[src/rtl/fifo_lane_err_monitor.sv]
// Edge-counting event monitor for the FIFO test lane: saturating counters plus a
// prioritised, optionally time-stamped event stream (FIFO_LANE_ERR_MON_TIMESTAMP_EN).
module fifo_lane_err_monitor #(
   parameter int K  = 48,
   parameter int M  = 3,
   parameter int CW = 32,
   parameter int TW = 24,
   parameter int IW = 8
) (
   input  logic             clk_i,
   input  logic             rst_i,
   input  logic [K-1:0]     sbiterr_i,
   input  logic [K-1:0]     dbiterr_i,
   input  logic [M-1:0]     err_i,
   input  logic             pg_warn_i,
   input  logic             clr_i,
   output logic [CW-1:0]    sbit_cnt_o,
   output logic [CW-1:0]    dbit_cnt_o,
   output logic [CW-1:0]    err_cnt_o,
   output logic [CW-1:0]    pg_cnt_o,
   output logic [CW-1:0]    lost_cnt_o,
   output logic             evt_valid_o,
   input  logic             evt_ready_i,
   output logic [TW+IW-1:0] evt_data_o
);
   localparam int N  = 2*K + M + 1;
   localparam int PW = $clog2(N + 1);
   localparam int SW = ((CW > PW) ? CW : PW) + 1;
   localparam logic [CW-1:0] CMAX = '1;

   logic [N-1:0]  s_vec, prev_q, edg, pend_q, pend_d, clr_mask;
   logic [IW-1:0] sel;
   logic [TW-1:0] ts_q;
   logic          load_ok, load, lost_any;

   function automatic logic [PW-1:0] popcnt(input logic [N-1:0] v);
      logic [PW-1:0] c;
      c = '0;
      for (int i = 0; i < N; i++) c = c + PW'(v[i]);
      return c;
   endfunction

   // Sum is formed wide enough for both operands so a large popcount cannot alias.
   function automatic logic [CW-1:0] sat_add(input logic [CW-1:0] a, input logic [PW-1:0] b);
      logic [SW-1:0] s;
      s = SW'(a) + SW'(b);
      return (s > SW'(CMAX)) ? CMAX : s[CW-1:0];
   endfunction

   assign s_vec = {pg_warn_i, err_i, dbiterr_i, sbiterr_i};
   assign edg   = (rst_i || clr_i) ? '0 : (s_vec & ~prev_q);

`ifdef FIFO_LANE_ERR_MON_TIMESTAMP_EN
   always_ff @(posedge clk_i) begin
      if (rst_i) ts_q <= '0;
      else       ts_q <= ts_q + 1'b1;
   end
`else
   assign ts_q = '0;
`endif

   assign load_ok = !evt_valid_o || evt_ready_i;
   assign load    = load_ok && (|pend_q);

   always_comb begin
      sel = '0;
      for (int i = N-1; i >= 0; i--)
         if (pend_q[i]) sel = IW'(i);
   end

   assign clr_mask = load ? (N'(1) << sel) : '0;
   assign pend_d   = (pend_q & ~clr_mask) | edg;
   assign lost_any = |(edg & pend_q & ~clr_mask);

   always_ff @(posedge clk_i) begin
      prev_q <= s_vec;
      if (rst_i || clr_i) begin
         sbit_cnt_o  <= '0;
         dbit_cnt_o  <= '0;
         err_cnt_o   <= '0;
         pg_cnt_o    <= '0;
         lost_cnt_o  <= '0;
         pend_q      <= '0;
         evt_valid_o <= 1'b0;
         evt_data_o  <= '0;
      end else begin
         sbit_cnt_o <= sat_add(sbit_cnt_o, popcnt(N'(edg[K-1:0])));
         dbit_cnt_o <= sat_add(dbit_cnt_o, popcnt(N'(edg[2*K-1:K])));
         err_cnt_o  <= sat_add(err_cnt_o,  popcnt(N'(edg[2*K+M-1:2*K])));
         pg_cnt_o   <= sat_add(pg_cnt_o,   popcnt(N'(edg[N-1])));
         if (lost_any) lost_cnt_o <= sat_add(lost_cnt_o, PW'(1));
         pend_q <= pend_d;
         if (load) begin
            evt_valid_o <= 1'b1;
            evt_data_o  <= {ts_q, sel};
         end else if (load_ok) begin
            evt_valid_o <= 1'b0;
         end
      end
   end
endmodule

[config.mk]
export PLATFORM = sky130hd
export DESIGN_NAME = fifo_lane_err_monitor
export DESIGN_NICKNAME = d
export VERILOG_FILES = /design/src/rtl/fifo_lane_err_monitor.sv
export SDC_FILE = /design/constraint.sdc
export NUM_CORES = 1
export LEC_CHECK = 0
export CAP_MARGIN = 0
export CORE_MARGIN = 2
export CORE_UTILIZATION = 45
export DETAILED_ROUTE_END_ITERATION = 12
export PLACE_DENSITY_LB_ADDON = 0.2
export SYNTH_ARGS = -nofsm -noshare
export SYNTH_HDL_FRONTEND = slang
export SYNTH_SLANG_ARGS = --single-unit
export TNS_END_PERCENT = 10
[constraint.sdc]
create_clock -name clk_i -period 10.34 [get_ports clk_i]
set_input_delay 2.068 -clock clk_i [delete_from_list [all_inputs] [get_ports clk_i]]
set_output_delay 2.068 -clock clk_i [all_outputs]
set_load 0.02 [all_outputs]
==> impl_results.md <==
* Outcome: finished, final reports clean
* Final setup fails at 0
* Slew Limit Fails at 0
* Maximum level of the CTS H-tree at 2
* Inserted Diodes at 0
* Fmax at 101 MHz
* Largest net degree at the start of global routing at 84
* Vias in the first global route at 19200
* RSZ-0062 raised after global routing: no
* Final WS setup at 0.468 ns
* Area Growth Syn to Fin at 24.4%
* Clock-pin slew on the worst setup and hold paths at 0.06 ns
* CP most frequent cell: fa_1
* Worst R2R End: dbit_cnt_o[25]
* VDD IR max at 0.130 mV
* Tmin final at 9.87 ns
* Delay of the slowest cell on the worst path at 0.55 ns
* Pre-antenna DRT Iters at 6
* Slew margin rel. at 23.6%
* CTS tree: yes
* Worst path slowest cell: fa_1
* Syn Area/Cell at 8.43 um^2
* CP endpoint kind: register
* # nets final at 2915
* DPL Wire Length at 61500 um
* Synthesized cell area at 20300 um^2
* IO Count at 297
* RD Place Congestion at 1.08
* Rows at 77
* Longest Clk Path Bufs at 3
* Main synth FF type: dfxtp_1
* Post-synthesis async set-or-reset flop share at 0%
* Area share of the largest cell type after synthesis at 36.4%
* Max cap viols at 0
* DR vias/cell at 5.91
* Cell taking the most area after synthesis: dfxtp_1
* Drc violations at 0
* Remaining Overflow, GRT at 0
* R2r startpoint: prev_q[82]
* Port Buf Inserts at 271
* Global-route wire length before repair at 117000 um
* DR WL/cell at 23.6 um
* Endpoints failing hold at 0
* Clock Latency Late Sink at 0.58 ns
* Top cells by area, synth: dfxtp_1, fa_1, a21oi_1, nand2_1, nor2_1
* Sequential area share after synthesis at 36.4%
* Worst slew pin tran at 1.14 ns
* Setup slack, reg-to-reg at 2.41 ns
* Share of cells above drive strength 1 at 6.93%
* Initial core utilization at 45.7%
* # clock sinks at 368
* WL final at 78000 um
* CTS resizes at 0
* GR Util All Layers at 32.8%
* Die W at 216 um
* Total number of vias at 19500
* CTS hold repair buffers at 0
* PnR Total Power at 4150 uW
* Root buf cell: clkbuf_16
* TritonCTS buffer count at 42
* Setup bufs post-CTS at 0
* Power per cell area at 165 nW/um^2
* Hold Path Class: register to register
* Leak pwr at 0.00971 uW
* Yosys reg bits at 368
* Tcrit/Tclk final at 95.5%
* Synth cell count leaders: dfxtp_1, a21oi_1, nand2_1
* Critical path data required time at 10.86 ns
* Placed insts at 3227
* Setup crit end: dbit_cnt_o[25]
* Most common cell in the netlist: dfxtp_1
* Post-layout util at 56.9%
* WS Path Type: primary input to register
* Initial DRC Count at 1926
* Critical Path Start: clr_i
* Post-DRT Antenna Nets at 0
* Pre-CTS setup slack at -0.0927 ns
* Worst-case reg-to-reg path depth at 28
* Post-synth EDFFs at 0
* Data arrival, critical path at 10.39 ns
* Mapped Cells at 2403
* Setup Total Neg Slack at 0 ns
* Core area at 44300 um^2
* Skew final at 0.0151 ns
* Initial antenna violation count at 3
* Yosys warnings at 0
* Non-Filler Instances at 3303
* Die height at 216 um
* Max FO, Critical Path at 28
* Crit start category: primary input
* Distinct cells, synth at 80
* Die footprint at 46700 um^2
==> cell type report <==
cell class                 count  area, um^2
sequential                   368        7370
inverter                     136         510
fill                        4099       19100
clock inverter                17         240
timing repair buffer         322        3150
clock buffer                  59        1240
multi-input combinational   1809       12000
tap                          592         741
==> sequential cells by signal (all words and copies together) (netlist names) <==
| name | flops |
|---|---|
| dbit_cnt_o | 32 |
| err_cnt_o | 32 |
| evt_data_o | 7 |
| evt_valid_o | 1 |
| lost_cnt_o | 32 |
| pend_q | 100 |
| pg_cnt_o | 32 |
| prev_q | 100 |
| sbit_cnt_o | 32 |
==> per-stage QoR <==
stage | hold slack [ns] | cell area, um^2
floorplan | 0.466 | 20400
global placement | 0.448 | 23700
detailed placement | 0.458 | 23700
CTS | 0.474 | 25200
global route | 0.511 | 25200
finish | 0.480 | 25200
==> power by group <==
| group | switching, uW | internal, uW |
|---|---|---|
| clock network | 626 | 964 |
| logic | 665 | 382 |
| registers | 45.6 | 1470 |
| total | 1340 | 2810 |
==> cell families (layout without fill, tap and decap cells) <==
logic type / count (synthesis) / count (layout) / share of synthesized area [%]
buffers and inverters: 250 / 534 / 5.23
flip-flops: 368 / 368 / 36.4
XOR/XNOR: 103 / 103 / 4.45
adder cells (fa/ha/maj): 132 / 132 / 11.3
AO/OA/AOI/OAI: 606 / 606 / 18.4
AND/OR/NAND/NOR: 938 / 938 / 24.0
other: 1 / 25 / 0.0185
multiplexers: 5 / 5 / 0.247
==> metal layers <==
metal,routed length (um),track usage (%),up-vias,share of wire (%)
met5,21,0,-,0.027
met4,4350,17.4,4,5.6
met3,5590,5.52,229,7.2
met2,35700,52.6,929,46
met1,32400,42.3,9386,42
li1,-,-,8982,-
==> how the worst min path moves through the flow <==
stage | from | to | depth (start not counted)
finish | evt_data_o[0] | evt_data_o[0] | 2
global route | evt_data_o[0] | evt_data_o[0] | 2
CTS | evt_data_o[0] | evt_data_o[0] | 2
detailed placement | evt_data_o[0] | evt_data_o[0] | 2
global placement | evt_data_o[0] | evt_data_o[0] | 2
floorplan | pend_q[43] | pend_q[43] | 2
==> critical path, delay by kind of cell <==
kind,cells,cell delay [ns]
buffers and inverters,6,0.93
AOI/OAI and AO/OA,7,1.28
adders and majority gates,9,4.55
and+or+nand+nor,7,1.56
==> cell usage in the layout (no fill, tap or decap), types with 50 or more instances in the layout <==
cell type / instances
a21oi_1: 279
clkdlybuf4s50_1: 271
dfxtp_1: 368
fa_1: 82
inv_1: 136
nand2_1: 217
nand2b_1: 77
nand3_1: 97
nor2_1: 200
nor2b_1: 50
nor3_1: 53
o21ai_0: 112
xor2_1: 54
Note: power is estimated with default switching activity, not from simulation.
